`config.mk`:
```
export PLATFORM = sky130hd
export DESIGN_NAME = fifo_write_arbiter
export DESIGN_NICKNAME = d
export VERILOG_FILES = /design/src/rtl/fifo_write_arbiter.sv
export SDC_FILE = /design/constraint.sdc
export NUM_CORES = 1
export LEC_CHECK = 0
export CAP_MARGIN = 20
export CORE_AREA = 2 2 49 69
export CTS_CLUSTER_SIZE = 24
export DETAILED_ROUTE_END_ITERATION = 8
export DIE_AREA = 0 0 51 71
export HOLD_SLACK_MARGIN = 0.12
export PLACE_DENSITY = 0.79
export SYNTH_ARGS = -nofsm -noshare
export SYNTH_HDL_FRONTEND = slang
export SYNTH_SLANG_ARGS = --single-unit
```
`constraint.sdc`:
```
create_clock -name clk -period 2.8 [get_ports clk]
set_input_delay 0.28 -clock clk [delete_from_list [all_inputs] [get_ports clk]]
set_output_delay 0.28 -clock clk [all_outputs]
set_load 0.02 [all_outputs]
```
`src/rtl/fifo_write_arbiter.sv`:
```
// fifo_write_arbiter: round-robin write-port arbiter with burst locking for a synchronous FIFO; FIFO_ARB_STATS_EN adds per-requester grant counters
module fifo_write_arbiter #(
    parameter int NUM_REQ    = 4,
    parameter int DATA_WIDTH = 8,
    parameter int MAX_BURST  = 4,
    parameter int CNT_WIDTH  = 16
) (
    input  logic                            clk,
    input  logic                            rst,
    input  logic [NUM_REQ-1:0]              req,
    input  logic [NUM_REQ*DATA_WIDTH-1:0]   req_data,
    output logic [NUM_REQ-1:0]              gnt,
    output logic                            fifo_w_en,
    output logic [DATA_WIDTH-1:0]           fifo_data_in,
    input  logic                            fifo_full,
    output logic                            fifo_rst_n,
    output logic                            busy,
`ifdef FIFO_ARB_STATS_EN
    output logic [$clog2(NUM_REQ)-1:0]      owner_id,
    output logic [NUM_REQ*CNT_WIDTH-1:0]    grant_cnt
`else
    output logic [$clog2(NUM_REQ)-1:0]      owner_id
`endif
);
    localparam int IW = $clog2(NUM_REQ);
    localparam int BW = $clog2(MAX_BURST + 1);
    localparam logic [IW:0] NR = (IW+1)'(NUM_REQ);
    localparam logic [BW-1:0] MB = BW'(MAX_BURST);

    typedef enum logic {IDLE, BURST} state_t;

    state_t        r_state, w_state_n;
    logic [IW-1:0] r_ptr, w_ptr_n, r_owner, w_owner_n, w_start, w_win;
    logic [BW-1:0] r_cnt, w_cnt_n;
    logic [IW:0]   w_j;
    logic          w_found, w_keep;

    function automatic logic [IW-1:0] f_inc(input logic [IW-1:0] x);
        return (x == IW'(NUM_REQ - 1)) ? '0 : x + IW'(1);
    endfunction

    assign w_keep     = (r_state == BURST) && req[r_owner];
    assign w_start    = (r_state == BURST) ? f_inc(r_owner) : r_ptr;
    assign fifo_w_en  = |gnt;
    assign fifo_rst_n = ~rst;
    assign busy       = (r_state == BURST);
    assign owner_id   = r_owner;

    // round-robin search: first requester at or after w_start, wrapping modulo NUM_REQ
    always_comb begin
        w_found = 1'b0;
        w_win   = '0;
        w_j     = '0;
        for (int k = NUM_REQ - 1; k >= 0; k--) begin
            w_j = {1'b0, w_start} + (IW+1)'(k);
            if (w_j >= NR) w_j = w_j - NR;
            if (req[w_j[IW-1:0]]) begin
                w_found = 1'b1;
                w_win   = w_j[IW-1:0];
            end
        end
    end

    // one-hot grant: the burst owner has priority, nothing is granted into a full FIFO or during reset
    always_comb begin
        gnt = '0;
        if (!rst && !fifo_full) begin
            if (w_keep) gnt[r_owner] = 1'b1;
            else if (w_found) gnt[w_win] = 1'b1;
        end
    end

    // write data follows the granted requester, zero when idle
    always_comb begin
        fifo_data_in = '0;
        for (int i = 0; i < NUM_REQ; i++)
            if (gnt[i]) fifo_data_in = req_data[i*DATA_WIDTH +: DATA_WIDTH];
    end

    // next state: count owner writes, rotate on burst end or release, freeze while full
    always_comb begin
        w_state_n = r_state;
        w_ptr_n   = r_ptr;
        w_owner_n = r_owner;
        w_cnt_n   = r_cnt;
        if (!fifo_full) begin
            if (w_keep) begin
                w_cnt_n = r_cnt + BW'(1);
                if (w_cnt_n == MB) begin
                    w_state_n = IDLE;
                    w_ptr_n   = f_inc(r_owner);
                    w_cnt_n   = '0;
                end
            end else if (w_found) begin
                w_owner_n = w_win;
                if (MAX_BURST > 1) begin
                    w_state_n = BURST;
                    w_cnt_n   = BW'(1);
                end else begin
                    w_state_n = IDLE;
                    w_ptr_n   = f_inc(w_win);
                    w_cnt_n   = '0;
                end
            end else if (r_state == BURST) begin
                w_state_n = IDLE;
                w_ptr_n   = f_inc(r_owner);
                w_cnt_n   = '0;
            end
        end
    end

    // state register with synchronous reset
    always_ff @(posedge clk) begin
        if (rst) begin
            r_state <= IDLE;
            r_ptr   <= '0;
            r_owner <= '0;
            r_cnt   <= '0;
        end else begin
            r_state <= w_state_n;
            r_ptr   <= w_ptr_n;
            r_owner <= w_owner_n;
            r_cnt   <= w_cnt_n;
        end
    end

`ifdef FIFO_ARB_STATS_EN
    // saturating per-requester count of accepted words
    always_ff @(posedge clk) begin
        if (rst) grant_cnt <= '0;
        else
            for (int i = 0; i < NUM_REQ; i++)
                if (gnt[i] && grant_cnt[i*CNT_WIDTH +: CNT_WIDTH] != '1)
                    grant_cnt[i*CNT_WIDTH +: CNT_WIDTH] <= grant_cnt[i*CNT_WIDTH +: CNT_WIDTH] + CNT_WIDTH'(1);
    end
`endif
endmodule
```
======== After elaboration in Yosys (flattened, before gate mapping) ========
Cells that the tools add are included.
cells by class
  reductions and logical operators ........ 12
  eq/ne operators ......................... 4
  bitwise logic cells ..................... 3
  $add $sub $neg .......................... 9
  $lt $le $gt $ge ......................... 12
  multiplexer cells ....................... 45
operator list
  operator             number
  $mux 8               4
  $mux 2               13
  $lt 2x3->1 const B   6
  $mux 1               14
  $mux 3               4
  $mux 4               3
  $bmux 1 s2           5
  $ge 3x3->1 const B   3
  $sub 2x1->2 const B  4
  $add 2x2->3 const B  2
  $reduce_and 3->1     2
  $demux 1 s2          2
  $ge 2x1->1 const B   2
  $logic_and 1x1->1    4
  $ne 2x1->1 const B   2
  $reduce_and 2->1     2
  $reduce_or 4->1      1
  $add 2x1->3 const B  1
  $add 3x1->3 const B  1
  $eq 3x3->1 const B   1
  $ge 2x3->1 const B   1
  $not 1->1            3
  $reduce_bool 3->1    1
  $add 2x1->2 const B  1
  2 further kinds      3
word-level totals
  bits in registers ....................... 8
  logic and storage cells ................. 89

======== Logic depth before layout (Yosys ltp) ========
Gate-level depths: netlist (run 1).
  depth after elaboration ................. 23
  mapped depth ............................ 9
  depth with buffers taken out ............ 8

======== Worst setup path after synthesis (run 1) ========
OpenSTA, ideal clock, no wires.
  path kind ............................... register to output
  from .................................... register r_owner[0], in the netlist owner_id[0]
  to ...................................... output fifo_data_in[0]
  data arrival time ....................... 2774 ps
  cell stages (with the launch flop) ...... 9
  path buffers ............................ 0
  slack ................................... -254 ps
  cell sequence ........................... dfxtp_1 inv_1 ha_1 mux2_2 a2111o_1 and3_4 o22ai_2 a2111oi_0 a311oi_1
between the ends
  longest elaborated chain between the ends .. 23
  elaborated cells between the ends (all ways) .. 55
ends and longest elaborated chain
  element                                           line  text
  from (decl)                                       33    logic [IW-1:0] r_ptr, w_ptr_n, r_owner, w_owner_n, w_start, w_win;
  from (signal assigned)                            122   r_owner <= w_owner_n;
  $add 2x1->2 / $eq 2x2->1 (equally long branches)  39    return (x == IW'(NUM_REQ - 1)) ? '0 : x + IW'(1);
  $mux 2                                            39
  $mux 2                                            n/a
  $add 2x2->3                                       55    w_j = {1'b0, w_start} + (IW+1)'(k);
  $ge 3x3->1 / $sub 2x1->2 (equally long branches)  56    if (w_j >= NR) w_j = w_j - NR;
  $mux 2                                            56
  $bmux 1 s2                                        57    if (req[w_j[IW-1:0]]) begin
  $mux 1 (not written as such)                      57
  [5 not listed]                                    n/a
  $logic_and 1x1->1 (not written as such)           69    else if (w_found) gnt[w_win] = 1'b1;
  $mux 1 (not written as such)                      69
  $demux 1 s2                                       69
  $mux 4                                            69
  $mux 4 *                                          68    if (w_keep) gnt[r_owner] = 1'b1;
  $mux 4 *                                          67    if (!rst && !fifo_full) begin
  $mux 8 (3 in series)                              77    if (gnt[i]) fifo_data_in = req_data[i*DATA_WIDTH +: DATA_WIDTH];
  $mux 8 *                                          77
  to (decl)                                         14    output logic [DATA_WIDTH-1:0] fifo_data_in,
Mark *: on every way between the ends. The rest lies on a longest branch, timed or not. The select of a mux whose other input is x is not followed.

======== Worst setup path after layout (run 1) ========
  from .................................... register r_owner[0], in the netlist owner_id[0]
  to ...................................... output fifo_data_in[3]
Same word-level chain as after synthesis.

==> results of run 1 <==
## worst min-delay path: cells and delay by family (launching register included)
| family | cells | cell delay [ns] |
|---|---|---|
| flip-flops | 1 | 0.33 |
| AND/OR/NAND/NOR | 1 | 0.06 |
| AO/OA/AOI/OAI | 1 | 0.05 |
## kinds of logic (layout without fill, tap and decap cells)
kind of cell,after synthesis,after routing,share of synthesized area
AO/OA/AOI/OAI,69,69,0.4033
XOR/XNOR,1,1,0.007130
adder cells (fa/ha/maj),6,6,0.06110
buffers and inverters,31,139,0.1100
flip-flops,8,8,0.1303
multiplexers,5,5,0.04277
AND/OR/NAND/NOR,57,57,0.2454
## repair_timing
item / CTS / global route
setup buffers: 6 / 3
setup endpoints to repair: 13 / 13
pin swaps: 8 / 9
gates resized for setup: 102 / 34
## worst max path at each step
| stage | from | to | depth (start not counted) |
|---|---|---|---|
| floorplan | owner_id[0] | gnt[3] | 9 |
| global route | owner_id[0] | fifo_data_in[3] | 13 |
| detailed placement | req[0] | fifo_data_in[6] | 10 |
| CTS | owner_id[1] | fifo_data_in[3] | 12 |
| global placement | req[0] | fifo_data_in[0] | 10 |
| finish | owner_id[0] | fifo_data_in[3] | 13 |
## synthesized netlist by cell type, drive strengths merged, types with 2 or more instances
cell type	n
and2	2
or2	3
a311oi	9
nand2b	2
nand4	5
and3	2
a21boi	2
mux2	2
clkbuf	5
buf	3
nand3	3
dfxtp	8
o22ai	2
ha	6
a31oi	4
a21oi	21
o21ai	4
inv	23
nor3	8
a22o	8
nor2	12
a2111oi	8
mux2i	3
nand2	13
or3	2
nand4b	2
## metrics by stage
stage          setup WS [ns]  hold slack, ns  std cells  setup TNS [ns]
4_1_cts             -0.08008          0.4763        321         -0.2717
3_5_place_dp         -0.4695          0.4668        312          -4.225
6_report             -0.3478          0.4865        324          -2.241
2_1_floorplan        0.04468          0.4514        177               0
5_1_grt              -0.4549          0.4963        324          -2.768
3_3_place_gp         -0.4530          0.4657        312          -4.069
## cell type report
cell class	instances	area (sq um)
clock buffer	3	41.29
fill	120	335.3
inverter	23	86.33
multi-input combinational	138	1341
sequential	8	167.7
tap	39	48.80
timing repair buffer	113	1012
## metal layers
metal  up-vias  share of wire  global-route usage
met5         -              0                   0
met4         0          0.080              0.3123
met3        69           0.12             0.08439
met2       198           0.48              0.6364
met1      1009           0.32              0.3490
li1        893              -                   -
## report_power, final
part           switching, mW  internal (mW)  total, mW
Clock                 0.0529         0.0937      0.147
Sequential           0.00854          0.120      0.128
Combinational          0.245          0.244      0.489
Total                  0.307          0.458      0.764
==> key figures, run 1 <==
Floorplan
  • Rows: 24
  • Die X: 51 um
  • Die Area: 0.003621 sq mm
  • Die Height: 71 um
  • Ports: 56
  • Initial core utilization: 0.4051
  • CORE AREA: 0.003033 sq mm

Clock network
  • CTS H-tree lvls: 1
  • CTS sink cnt: 8
  • Clock Pin Slew Worst Setup and Hold Paths: 0.04 ns
  • Clock buffer depth: 2
  • Clock latency on the worst-skew pair: 0.24 ns
  • CTS Buf Count: 3
  • CTS Hold Bufs: 0
  • CTS tree: done
  • Root buffer cell: clkbuf_8

Synthesis
  • Mapped Avg Cell Area: 6.942 sq um
  • Post-synth EDFFs: 0
  • Netlist Area Pre-Place: 0.001229 sq mm
  • Sequential-to-total area share from yosys stat: 0.1303
  • Syn nets: 222
  • Share of async-settable or async-resettable flops after synthesis: 0
  • Leading area contributor after synthesis: dfxtp_1
  • Yosys reg bits: 8
  • Post-synth top area share: 0.1303
  • Synth area leaders: dfxtp_1 13%, a21oi_1 8.6%, inv_1 7.0%
  • Syn Inst Count: 177
  • Main flop type after synthesis: dfxtp_1
  • Post-synthesis cell type count: 44
  • Yosys warns: 0

Setup path
  • Startpoint types: flop
  • CP Class: flop to output pin
  • Critical Path Fanout Max: 7
  • CP required: 2.52 ns
  • Worst Reg2Reg Path Length in Cells: 10
  • CP most frequent cell: buf_4
  • Cell family with most CP delay: compound AO/OA/AOI/OAI gates
  • Arr. time, crit path: 2.87 ns
  • R2r setup slk: 0.62 ns
  • Cell Chain, Critical Path: inv_2 > ha_4 > buf_4 > mux2i_1 > buf_4 > a21oi_2 > o21bai_1 > a211oi_2 > buf_6 > a2111oi_4 > buf_4 > a311oi_2 > buf_4
  • Crit-path slowest cell: dfxtp_4
  • Crit end category: output pin
  • Crit-path max cell delay: 0.38 ns
  • R2R Path Start: owner_id[1]
  • Buf/Inv on CP: 6

Power and ir drop
  • Pwr/cell area: 283.4 mW/mm^2
  • Lkg Pwr: 1.139 nW
  • Power, Total: 0.7645 mW
  • Worst vdd ir: 0.0003327 V

Worst hold path
  • Hold path startpoint: r_cnt[2]
  • Hold EP: r_cnt[2]
  • Hold Path Class: flop to flop
  • Worst Hold Depth: 2

Routing
  • DR vias/cell: 6.694
  • DR iter-0 viols: 130
  • DRT Pass-1 Iters: 4
  • Vias: 2169
  • Antenna viol nets, final: 0
  • Routed len/inst: 24.88 um
  • Post-route DRC: 0
  • Final wirelength: 8.061 mm

Place
  • Dpl hpwl: 3.706 mm
  • Gpl congestion: 0.8946
  • I/O Buffers: 55
  • Dpl cell area: 0.002231 sq mm

Timing
  • Hold Vio Cnt, Final: 0
  • Final worst setup slack: -0.3478 ns
  • Max-slew headroom: 0.6557
  • RSZ-0062 raised after global routing: true
  • Tmin final: 3.148 ns
  • Max Clock Skew: 0.003567 ns
  • Final setup fails: 12
  • Least-Margin Pin Slew: 0.5126 ns
  • Fmax achieved: 317.7 MHz
  • Final worst path period share: 1.124
  • Slew Limit Fails: 0

Outcome
  • Failing checks: setup timing
  • Status: finished, violations left

Global routing
  • First-pass GRT wire length: 9.887 mm
  • Initial antenna violation count: 0
  • Tot GR Track Use: 0.3655
  • Grt total ovfl: 0
  • Largest net degree at the start of global routing: 10
  • Vias in the first global route: 2099

Layout
  • Area growth, synth to finish: 119.6%
  • # nets final: 332
  • Leading cell type in the layout, fill and taps excluded: buf_4
  • Layout cells sized above 1: 0.4737
  • Post-Layout Inst Area: 0.002698 sq mm
  • Most frequent cells in the layout: 55 x buf_4, 42 x clkdlybuf4s50_1, 21 x inv_1
  • ANT cells: 0
  • Finished Core Util: 0.8894

Flow run
  • MaxCap Viol Count: 0
(Power assumes the default switching activity.)
==> run 2, diff against run 1 <==
CAP_MARGIN = 30   (was 20)
CORE_AREA = 2 2 48 67   (was 2 2 49 69)
DIE_AREA = 0 0 50 69   (was 0 0 51 71)
PLACE_DENSITY = 0.83   (was 0.79)
clock period = 3.9 ns   (was 2.8 ns; I/O delays follow)
==> run 2 against run 1 <==
  * The run now ends clean
  * Count of clock-buffer cells in the layout is the same
  * Flip-flop and latch count is the same
  * Hold slack got worse by 0.0069 ns
  * Setup slack gained 0.53 ns
  * Power down 48%
  * Largest power group unchanged
==> key figures, run 2 (synthesized netlist as in run 1, its figures left out) <==
Place
  • Dpl hpwl: 3.072 mm (-17%)
  • Dpl cells: 271 (-13%)
  • Gpl congestion: 0.8135 (-9.1%)
  • I/O Buffers: 55 (unchanged)
  • Worst slack, placed: 0.2027 ns (+0.6722 ns)

Setup path
  • Crit-path max cell delay: 0.59 ns (+0.21 ns)
  • CP most frequent cell: inv_1
  • Crit-path slowest cell: clkdlybuf4s50_1
  • Buf/Inv on CP: 3 (-3)
  • Critical Path Fanout Max: 9 (+2)
  • Worst Reg2Reg Path Length in Cells: 7 (-3)
  • Cell family with most CP delay: simple AND/OR/NAND/NOR gates
  • Worst reg2reg path endpoint: owner_id[0]
  • CP required: 3.51 ns (+0.99 ns)
  • Critical Path Start: owner_id[0]
  • CP endpoint: gnt[3]
  • R2r setup slk: 1.84 ns (+1.22 ns)
  • Critical path depth: 9 (-4)
  • CP Class: flop to output pin
  • Startpoint types: flop
  • Arr. time, crit path: 3.33 ns (+0.46 ns)
  • R2R Path Start: owner_id[0]
  • Cell Chain, Critical Path: inv_1 > ha_1 > mux2_2 > a2111o_1 > and3_4 > or3_1 > and2_1 > inv_1 > clkdlybuf4s50_1
  • Crit end category: output pin

Timing
  • Final worst path period share: 0.9530
  • Final setup fails: 0 (-12)
  • Final worst setup slack: 0.1832 ns (+0.5310 ns)
  • Least-Margin Pin Slew: 0.6800 ns (+0.1674 ns)
  • Hold Vio Cnt, Final: 0 (unchanged)
  • Fmax achieved: 269.0 MHz
  • Max-slew headroom: 0.5350 (-0.1207)
  • Tmin final: 3.717 ns
  • Slew Limit Fails: 0 (unchanged)
  • Final TNS setup: 0 ns (+2.241 ns)
  • Max Clock Skew: 0.0001784 ns (-0.003389 ns)
  • RSZ-0062 raised after global routing: false

Clock network
  • CTS Hold Bufs: 0 (unchanged)
  • Clock Pin Slew Worst Setup and Hold Paths: 0.04 ns (about the same)
  • CTS H-tree lvls: 1 (unchanged)
  • CTS Buf Count: 3 (unchanged)
  • CTS sink cnt: 8 (unchanged)
  • Clock buffer depth: 2 (unchanged)
  • Clock latency on the worst-skew pair: 0.23 ns (about the same)
  • Count of cells resized by post-cts repair: 0 (-100%)
  • Root buffer cell: clkbuf_8
  • CTS tree: done
  • Setup Buffers After CTS: 0 (-6)

Routing
  • Final wirelength: 3.967 mm (-51%)
  • DR iter-0 viols: 46 (-65%)
  • Routed len/inst: 14.48 um (-42%)
  • Vias: 1562 (-28%)
  • DR vias/cell: 5.701 (-15%)
  • Post-route DRC: 0 (unchanged)
  • Antenna viol nets, final: 0 (unchanged)
  • DRT Pass-1 Iters: 4 (unchanged)

Global routing
  • Met2 Use GR: 0.4269 (-0.2095)
  • Initial antenna violation count: 0 (unchanged)
  • GRT Max-Usage Layer: met2
  • Vias in the first global route: 1417 (-32%)
  • Met1 Use GR: 0.2743 (-0.07466)
  • Largest net degree at the start of global routing: 11 (+1)
  • Grt total ovfl: 0 (unchanged)
  • First-pass GRT wire length: 6.541 mm (-34%)
  • Tot GR Track Use: 0.2337 (-0.1318)
  • GRT met3 Usage: 0.03030 (-0.05409)

Layout
  • Fillers: 245 (+100%)
  • Leading cell type in the layout, fill and taps excluded: clkdlybuf4s50_1
  • ANT cells: 0 (unchanged)
  • Area of the multi-input gates: 949.7 sq um (-29%)
  • Area growth, synth to finish: 56.42%
  • # nets final: 284 (-14%)
  • Finished Core Util: 0.6746 (-0.2149)
  • Layout cells sized above 1: 0.1013 (-0.3724)
  • Most frequent cells in the layout: 50 x clkdlybuf4s50_1, 23 x inv_1, 21 x a21oi_1
  • Reg area: 160.2 sq um (-4.5%)
  • Final std cells w/o fill: 274 (-15%)

Power and ir drop
  • Power, Total: 0.4001 mW (-48%)
  • Worst vdd ir: 0.0002587 V (-22%)
  • Pwr/cell area: 208.2 mW/mm^2 (-27%)
  • Lkg Pwr: 0.8460 nW (-26%)

Floorplan
  • CORE AREA: 0.002849 sq mm (-6.1%)
  • Die Height: 69 um (-2.8%)
  • Initial core utilization: 0.4313 (+0.02615)
  • Die Area: 0.003450 sq mm (-4.7%)
  • Die X: 50 um (-2.0%)
  • Ports: 56 (unchanged)
  • Rows: 23 (-4.2%)

Flow run
  • MaxCap Viol Count: 0 (unchanged)

Outcome
  • Status: finished, final reports clean

Worst hold path
  • Hold Path Class: flop to flop
-- run 2: through the flow --
stage | hold slack [ns] | area [sq um]
floorplan | 0.4514 | 1229
CTS | 0.4781 | 1893
finish | 0.4797 | 1922
global route | 0.5237 | 1922
global placement | 0.4679 | 1852
detailed placement | 0.4702 | 1852
-- run 2: worst min path at each step --
stage | start | endpoint | depth (start not counted)
after global placement | r_cnt[2] | r_cnt[2] | 2
after CTS | r_cnt[2] | r_cnt[2] | 2
after detailed placement | r_cnt[2] | r_cnt[2] | 2
final | r_cnt[2] | r_cnt[2] | 2
after floorplan | r_cnt[2] | r_cnt[2] | 2
after global routing | r_cnt[1] | r_cnt[1] | 2
-- run 2: power by group --
group | leakage [nW] | internal (mW) | switching (mW)
Clock | 0.0216 | 0.0668 | 0.0320
Sequential | 0.0653 | 0.0862 | 0.00535
Combinational | 0.759 | 0.106 | 0.104
Total | 0.846 | 0.259 | 0.141
-- run 2: worst reg2reg max path: cells and delay by family (launching register included) --
family,cells,cell delay (ns)
fa+ha+maj,1,0.35
buf+inv,1,0.09
flops,1,0.39
simple gates,2,0.50
compound gates,2,0.32
mux,1,0.34
-- run 2: layer usage --
layer  part of all wire  up-vias
met1               0.41      706
met2               0.53       55
met5                  0        -
li1                   -      796
met4              0.012        0
met3              0.047        5
-- run 2: area by class of cell --
cell class,count,area share
multi-input cells,138,0.4941
repair buffers,65,0.3320
flip-flops and latches,8,0.08333
inverters,23,0.04492
well taps,37,0.02409
clock buffers,3,0.02148
